**config.mk**
```make
export PLATFORM = sky130hd
export DESIGN_NAME = trap_ctrl
export DESIGN_NICKNAME = d
export VERILOG_FILES = /design/src/rtl/trap_ctrl_pkg.sv /design/src/rtl/trap_prio_enc.sv /design/src/rtl/trap_ctrl.sv
export SDC_FILE = /design/constraint.sdc
export NUM_CORES = 1
export LEC_CHECK = 0
export CAP_MARGIN = 10
export CORE_MARGIN = 4
export CORE_UTILIZATION = 46
export CTS_BUF_LIST = sky130_fd_sc_hd__clkbuf_16
export DETAILED_ROUTE_END_ITERATION = 8
export PLACE_DENSITY = 0.82
export SKIP_CTS_REPAIR_TIMING = 1
export SLEW_MARGIN = 30
export SYNTH_ARGS = -nofsm -noshare
export SYNTH_HDL_FRONTEND = slang
export SYNTH_HIERARCHICAL = 1
export SYNTH_SLANG_ARGS = --single-unit
```
**constraint.sdc**
```tcl
create_clock -name clk -period 2 [get_ports clk]
set_clock_uncertainty 0.2 [all_clocks]
set_input_delay 0.4 -clock clk [delete_from_list [all_inputs] [get_ports clk]]
set_output_delay 0.4 -clock clk [all_outputs]
set_load 0.02 [all_outputs]
```
**src/rtl/trap_ctrl_pkg.sv**
```systemverilog
// Shared trap encodings: the cause codes and the trap sequencer state encodings.
package trap_ctrl_pkg;

    localparam logic [31:0] TRAP_CAUSE_IRQ     = 32'h0000_0001;
    localparam logic [31:0] TRAP_CAUSE_ILLEGAL = 32'h0000_0002;
    localparam logic [31:0] TRAP_CAUSE_ECALL   = 32'h0000_0008;
    localparam logic        TRAP_MIE_RESET     = 1'b1;

    localparam logic [2:0] ST_IDLE     = 3'd0;
    localparam logic [2:0] ST_FLUSH    = 3'd1;
    localparam logic [2:0] ST_REDIRECT = 3'd2;
    localparam logic [2:0] ST_HANDLER  = 3'd3;
    localparam logic [2:0] ST_RETURN   = 3'd4;

    // RETURN is deliberately excluded: the handler is already being left.
    function automatic logic is_trap_state(input logic [2:0] st);
        return (st == ST_FLUSH) || (st == ST_REDIRECT) || (st == ST_HANDLER);
    endfunction

endpackage

```
**src/rtl/trap_prio_enc.sv**
```systemverilog
// Purpose: fixed-priority trap source encoder (illegal > ecall > irq).
// Latency: purely combinational, same cycle.
// Backpressure: stall_ex suppresses the candidate; nothing is held here.
module trap_prio_enc
    import trap_ctrl_pkg::*;
#(
    parameter logic [31:0] CAUSE_IRQ     = TRAP_CAUSE_IRQ,
    parameter logic [31:0] CAUSE_ILLEGAL = TRAP_CAUSE_ILLEGAL,
    parameter logic [31:0] CAUSE_ECALL   = TRAP_CAUSE_ECALL
) (
    input  logic        ex_valid,
    input  logic        stall_ex,
    input  logic        illegal_ex,
    input  logic        ecall_ex,
    input  logic        ext_irq,
    input  logic        mie,
    output logic        cand,
    output logic [31:0] cause,
    output logic        irq_sel
);

    logic live;
    logic irq_live;

    assign live     = ex_valid && !stall_ex;
    assign irq_live = ext_irq && mie;

    always_comb begin
        cand    = 1'b0;
        cause   = 32'h0;
        irq_sel = 1'b0;
        if (live) begin
            if (illegal_ex) begin
                cand  = 1'b1;
                cause = CAUSE_ILLEGAL;
            end else if (ecall_ex) begin
                cand  = 1'b1;
                cause = CAUSE_ECALL;
            end else if (irq_live) begin
                cand    = 1'b1;
                cause   = CAUSE_IRQ;
                irq_sel = 1'b1;
            end
        end
    end

endmodule

```
**src/rtl/trap_ctrl.sv**
```systemverilog
// Purpose: trap entry / MRET sequencer beside EX, owning MIE/MPIE/SEPC/SCAUSE.
// Latency: candidate at N -> flush at N+1 -> npc_int at N+2; MRET -> mret+flush at N+1.
// Backpressure: stall_ex defers recognition; ext_irq must be held until irq_ack.
module trap_ctrl
    import trap_ctrl_pkg::*;
#(
    parameter logic [31:0] CAUSE_IRQ     = TRAP_CAUSE_IRQ,
    parameter logic [31:0] CAUSE_ILLEGAL = TRAP_CAUSE_ILLEGAL,
    parameter logic [31:0] CAUSE_ECALL   = TRAP_CAUSE_ECALL,
    parameter logic        MIE_RESET     = TRAP_MIE_RESET
) (
    input  logic        clk,
    input  logic        rst,
    input  logic [31:0] pc_ex,
    input  logic        ex_valid,
    input  logic        stall_ex,
    input  logic        illegal_ex,
    input  logic        ecall_ex,
    input  logic        mret_ex,
    input  logic        ext_irq,
    output logic [31:0] sepc,
    output logic [31:0] scause,
    output logic        npc_int,
    output logic        mret,
    output logic        flush,
    output logic        irq_ack,
    output logic        mie,
    output logic        in_trap
);

    logic [2:0]  state;
    logic        mpie;
    logic        cand;
    logic [31:0] cause;
    logic        irq_sel;
    logic        ret_req;

    trap_prio_enc #(
        .CAUSE_IRQ     (CAUSE_IRQ),
        .CAUSE_ILLEGAL (CAUSE_ILLEGAL),
        .CAUSE_ECALL   (CAUSE_ECALL)
    ) u_prio (
        .ex_valid   (ex_valid),
        .stall_ex   (stall_ex),
        .illegal_ex (illegal_ex),
        .ecall_ex   (ecall_ex),
        .ext_irq    (ext_irq),
        .mie        (mie),
        .cand       (cand),
        .cause      (cause),
        .irq_sel    (irq_sel)
    );

    // Any trap candidate outranks MRET, so illegal+mret never returns.
    assign ret_req = mret_ex && ex_valid && !stall_ex && !cand;

    always_ff @(posedge clk) begin
        if (rst) begin
            state   <= ST_IDLE;
            sepc    <= 32'h0;
            scause  <= 32'h0;
            mie     <= MIE_RESET;
            mpie    <= 1'b0;
            irq_ack <= 1'b0;
        end else begin
            irq_ack <= 1'b0;
            case (state)
                ST_IDLE, ST_HANDLER: begin
                    if (cand) begin
                        state   <= ST_FLUSH;
                        sepc    <= pc_ex;
                        scause  <= cause;
                        mpie    <= mie;
                        mie     <= 1'b0;
                        irq_ack <= irq_sel;
                    end else if (ret_req) begin
                        state <= ST_RETURN;
                    end
                end
                ST_FLUSH:    state <= ST_REDIRECT;
                ST_REDIRECT: state <= ST_HANDLER;
                ST_RETURN: begin
                    mie   <= mpie;
                    mpie  <= 1'b1;
                    state <= ST_IDLE;
                end
                default:     state <= ST_IDLE;
            endcase
        end
    end

    // Moore decode keeps npc_int and mret mutually exclusive by construction.
    assign flush   = (state == ST_FLUSH) || (state == ST_RETURN);
    assign npc_int = (state == ST_REDIRECT);
    assign mret    = (state == ST_RETURN);
    assign in_trap = is_trap_state(state);

endmodule

```
# [Word level (Yosys, flattened, before mapping)]
# Cells that the tools add are included.
[op_classes] n_eq_ne=6 muxes=15 bitwise=3 n_reduce_logical=16
[ops] cell="$mux 32" count=3
[ops] cell="$pmux 3 s3" count=1
[ops] cell="$mux 1" count=7
[ops] cell="$eq 3x2->1 const B" count=2
[ops] cell="$mux 3" count=2
[ops] cell="$reduce_or 6->1" count=1
[ops] cell="$logic_and 1x1->1" count=5
[ops] cell="$pmux 1 s2" count=2
[ops] cell="$reduce_and 2->1" count=2
[ops] cell="$eq 3x1->1 const B" count=1
[ops] cell="$eq 3x3->1 const B" count=1
[ops] cell="$logic_not 3->1" count=1
[ops] cell="$logic_or 1x1->1" count=3
[ops] cell="$ne 3x3->1 const B" count=1
[ops] cell="$not 1->1" count=3
[ops] cell="$logic_not 1->1" count=2
[ops] cell="$ne 2x2->1 const B" count=1
[ops] cell="$reduce_bool 2->1" count=1
[ops] cell="$reduce_or 2->1" count=1
[word_totals] reg_bits=70 in_bits=40 output_inout_bits=70

# [Logic depth before layout (Yosys ltp)]
[depth] word_depth=10 ltp_mapped=7

# [By module]
# The synthesis kept the hierarchy.
[by_module_without_submodules] module="trap_ctrl" instances=1 cells_per_inst=328 area_each_um2=2771.4
[by_module_without_submodules] module="trap_prio_enc" instances=1 cells_per_inst=39 area_each_um2=296.5

# [Least setup slack after synthesis]
# Ideal clock, no wire load.
[synth_timing] kind="register to register" from="register mie" to="register sepc[30]" setup_ns=0.132 arrival_time_ns=1.584 slack_ns=0.084 stages_incl_launch_ff=8 path_buffers=2 period_less_slack_ns=1.916 path_cell_list="dfxtp_1 -> nand2_1 -> a21oi_1 -> nand2b_1 -> buf_4 -> clkbuf_1 -> o21ai_0 -> a21oi_1"
[synth_between] elab_chain_len=6
[synth_rtl] item="start, declared" line_no="trap_ctrl.sv:27" source="output logic mie,"
[synth_rtl] item="start signal, assigned" line_no="trap_ctrl.sv:83" source="mie <= mpie;"
[synth_rtl] item="$logic_and 1x1->1" line_no="trap_prio_enc.sv:26" source="assign irq_live = ext_irq && mie;"
[synth_rtl] item="$mux 1" line_no="trap_prio_enc.sv:39" source="end else if (irq_live) begin"
[synth_rtl] item="$mux 1" line_no="trap_prio_enc.sv:36" source="end else if (ecall_ex) begin"
[synth_rtl] item="$mux 1" line_no="trap_prio_enc.sv:33" source="if (illegal_ex) begin"
[synth_rtl] item="$mux 1" line_no="trap_prio_enc.sv:32" source="if (live) begin"
[synth_rtl] item="named net cand" line_no="trap_ctrl.sv:33" source="logic cand;"
[synth_rtl] item="$reduce_and 2->1 (no line)"
[synth_rtl] item="end signal, assigned" line_no="trap_ctrl.sv:71" source="sepc <= pc_ex;"
[synth_rtl] item="end, declared" line_no="trap_ctrl.sv:21" source="output logic [31:0] sepc,"
# The timed path passes the listed nets, and every way through them passes these cells.
# A chain may end at the register's enable or synchronous reset.

# [Worst setup path after layout]
[layout_timing] from="input port ext_irq" to="register sepc[8]"
[layout_between] elab_chain_len=6
[layout_rtl] item="start, declared" line_no="trap_ctrl.sv:20" source="input logic ext_irq,"
[layout_rtl] item="$logic_and 1x1->1" line_no="trap_prio_enc.sv:26"
[layout_rtl] item="$mux 1" line_no="trap_prio_enc.sv:39"
[layout_rtl] item="$mux 1" line_no="trap_prio_enc.sv:36"
[layout_rtl] item="$mux 1" line_no="trap_prio_enc.sv:33"
[layout_rtl] item="$mux 1" line_no="trap_prio_enc.sv:32"
[layout_rtl] item="named net cand" line_no="trap_ctrl.sv:33"
[layout_rtl] item="$reduce_and 2->1 (no line)"
# The timed path passes the listed nets, and every way through them passes these cells.

==> flow_summary_export.csv <==
group,metric,value,unit
timing,max_freq,0.512,GHz
final_layout,antenna_cells,0,
global_routing,grt-ovfl-total,0,
route,wl_per_cell,15.0,um
floorplanning,dieArea,8040,sq um
status,status,"finished clean",
power,irDropWorstVdd,0.499,mV
synthesis,synth_adder_area_share,0,
synthesis,ys_types,33,
placed_design,portBuffers,109,
global_routing,first_global_vias,2710,
timing,period_share,0.976,
placed_design,dp_hpwl,5.37,mm
synthesis,synth_top_area_share,0.457,
timing,setup_viol,0,
synthesis,synth_seq_cells,70,
final_layout,postLayoutCoreUtil,0.693,
placed_design,place_ws,-0.387,ns
hold_path,hold_depth,2,
route,drtIter0Drc,150,
global_routing,grt_start_max_net_pins,41,
floorplanning,boundaryPins,110,
timing,worstMarginPinSlew,0.719,ns
hold_path,min_to,"sepc[0]",
synthesis,synthCells,367,
final_layout,mostFrequentLayoutCell,"clkdlybuf4s50_1",
timing,fin_ws,0.0477,ns
final_layout,drive_above_1_share,0.101,
synthesis,synth_area,3070,sq um
global_routing,antenna_found_initial,0,
floorplanning,core,6420,sq um
route,num_vias,2929,
final_layout,finalNetCount,511,
clock_tree,clk_latency,0.32,ns
clock_tree,clk_path_buf_depth,2,
critical_path,r2r_end,"sepc[8]",
critical_path,crit_path_end_kind,"flip-flop",
critical_path,reg2reg_depth,6,
clock_tree,cts_buffers,9,
critical_path,arrival,1.95,ns
floorplanning,initial_core_util,0.478,
synthesis,synth_xor_area_frac,0.0171,
floorplanning,chipHeight,89.7,um
timing,fin_crit,1.95,ns
placed_design,gp_congestion,0.813,
global_routing,grt_usage,0.204,
power,leakagePower,1.64,nW
synthesis,muxShareOfSynthArea,0,
synthesis,ys_warn_count,6,
final_layout,mostFrequentLayoutCells,"clkdlybuf4s50_1 (103), dfxtp_1 (70), nand3_1 (64), a21oi_1 (64), o21ai_0 (36)",
timing,finalMaxSlewViolations,0,
synthesis,ys_seq_area_frac,0.457,
critical_path,critical_path_class,"input pin to flip-flop",
final_layout,nFillCells,492,
synthesis,synth_top_family_by_area,"compound AO/OA/AOI/OAI gates",
critical_path,cp.required,2.00,ns
clock_tree,cts_tree,"yes",
hold_path,hp-class,"flip-flop to flip-flop",
critical_path,r2r_setup_slack,0.25,ns
critical_path,cp-start-kind,"input pin",
floorplanning,die_w,89.7,um
job,maxCapViolations,0,
route,ant_nets,0,
power,p_per_area,820,nW/um^2
synthesis,synth_area_leaders,"dfxtp_1 (46%), a21oi_1 (11%), nand3_1 (10%)",
clock_tree,cts_root_buf,"clkbuf_16",
synthesis,yosys.area.top_type,"dfxtp_1",
route,drt_pass1_iterations,4,
critical_path,r2r_start,"mie",
clock_tree,htree_levels,3,
synthesis,synth-compound-area-share,0.230,
clock_tree,clkSinkCount,70,
synthesis,synth_area_per_cell,8.36,sq um
timing,report.final.hold_viol_count,0,
timing,timing.slew.headroom,0.518,
final_layout,area_growth,45.1,%
route,vias_per_cell,5.31,
route,drc,0,
route,drt-total-wl,8.27,mm
hold_path,hp-start,"sepc[0]",
floorplanning,rows,29,
clock_tree,clkSlewWorstSetupHoldPaths,0.05,ns
synthesis,yosys.area_share.simple,0.150,
global_routing,grt_pass1_wl,12.8,mm
critical_path,cp_max_fo,26,
critical path, cell delays in order:
cell	delay, ns
clkdlybuf4s50_1	0.48
nand2_1	0.11
a21oi_4	0.24
nand2b_2	0.12
buf_4	0.23
o21ai_0	0.24
a21oi_1	0.12
registers in the layout, indices dropped and copies added (netlist names):
| name | cells |
|---|---|
| scause | 32 |
| sepc | 32 |
| state | 3 |
| irq_ack | 1 |
| mie | 1 |
| mpie | 1 |
cells by family after synthesis:
| family | count (synthesis) |
|---|---|
| other | 1 |
| AND/OR/NAND/NOR | 85 |
| buffers and inverters | 70 |
| XOR/XNOR | 3 |
| flip-flops | 70 |
| AO/OA/AOI/OAI | 138 |
worst max-delay path by stage:
| stage | start | to | cells past startpoint | slack (ns) |
|---|---|---|---|---|
| 3_3_place_gp | ex_valid | scause[3] | 7 | -0.30 |
| 4_1_cts | state[0] | flush | 4 | -0.25 |
| 3_5_place_dp | stall_ex | sepc[8] | 7 | -0.39 |
| 2_1_floorplan | mie | sepc[30] | 7 | 0.08 |
| 5_1_grt | ext_irq | sepc[17] | 7 | -0.02 |
| 6_report | ext_irq | sepc[8] | 7 | 0.05 |
cell type report:
class	count	area [sq um]	area share
sequential	70	1400	0.315
multi-input combinational	256	1380	0.310
timing repair buffer	133	1320	0.296
clock buffer	9	225	0.0506
tap	77	96.3	0.0216
clock inverter	6	30.0	0.00675
inverter	1	3.75	0.000843
Yosys cell counts, drive strengths merged:
| cell | n |
|---|---|
| dfxtp | 70 |
| nand2 | 3 |
| o31ai | 1 |
| xnor2 | 2 |
| o21bai | 1 |
| nand2b | 2 |
| xor2 | 1 |
| inv | 1 |
| a211oi | 1 |
| o21ai | 66 |
| a2111oi | 1 |
| nand3 | 64 |
| a31oi | 2 |
| nor2 | 6 |
| and2 | 1 |
| buf | 53 |
| nor3b | 3 |
| conb | 1 |
| clkbuf | 16 |
| nor4 | 2 |
| nor2b | 1 |
| or3 | 2 |
| nor3 | 1 |
| a21oi | 66 |
power by group:
group	switching (W)	internal, W	total [W]
Sequential	0.0000384	0.00147	0.00151
Combinational	0.000438	0.000341	0.000779
Clock	0.000546	0.000815	0.00136
Total	0.00102	0.00263	0.00365
layer usage:
metal  part of all wire  global-route usage
met5                  0                   0
met4              0.013              0.0812
met3              0.062              0.0557
met2               0.50               0.333
met1               0.43               0.254
per-stage QoR:
step / TNS, ns / total power, W / hold WS [ns] / area [sq um] / std cells
6_report: 0 / 0.00365 / 0.273 / 4450 / 552
5_1_grt: -0.0494 / 0.00380 / 0.297 / 4450 / 552
4_1_cts: -1.93 / 0.00366 / 0.273 / 4410 / 551
3_5_place_dp: -19.76 / 0.00230 / 0.266 / 4150 / 536
3_3_place_gp: -16.20 / 0.00228 / 0.260 / 4150 / 536
2_1_floorplan: 0 / 0.00201 / 0.251 / 3170 / 395
Note: power is estimated with default switching activity, not from simulation.
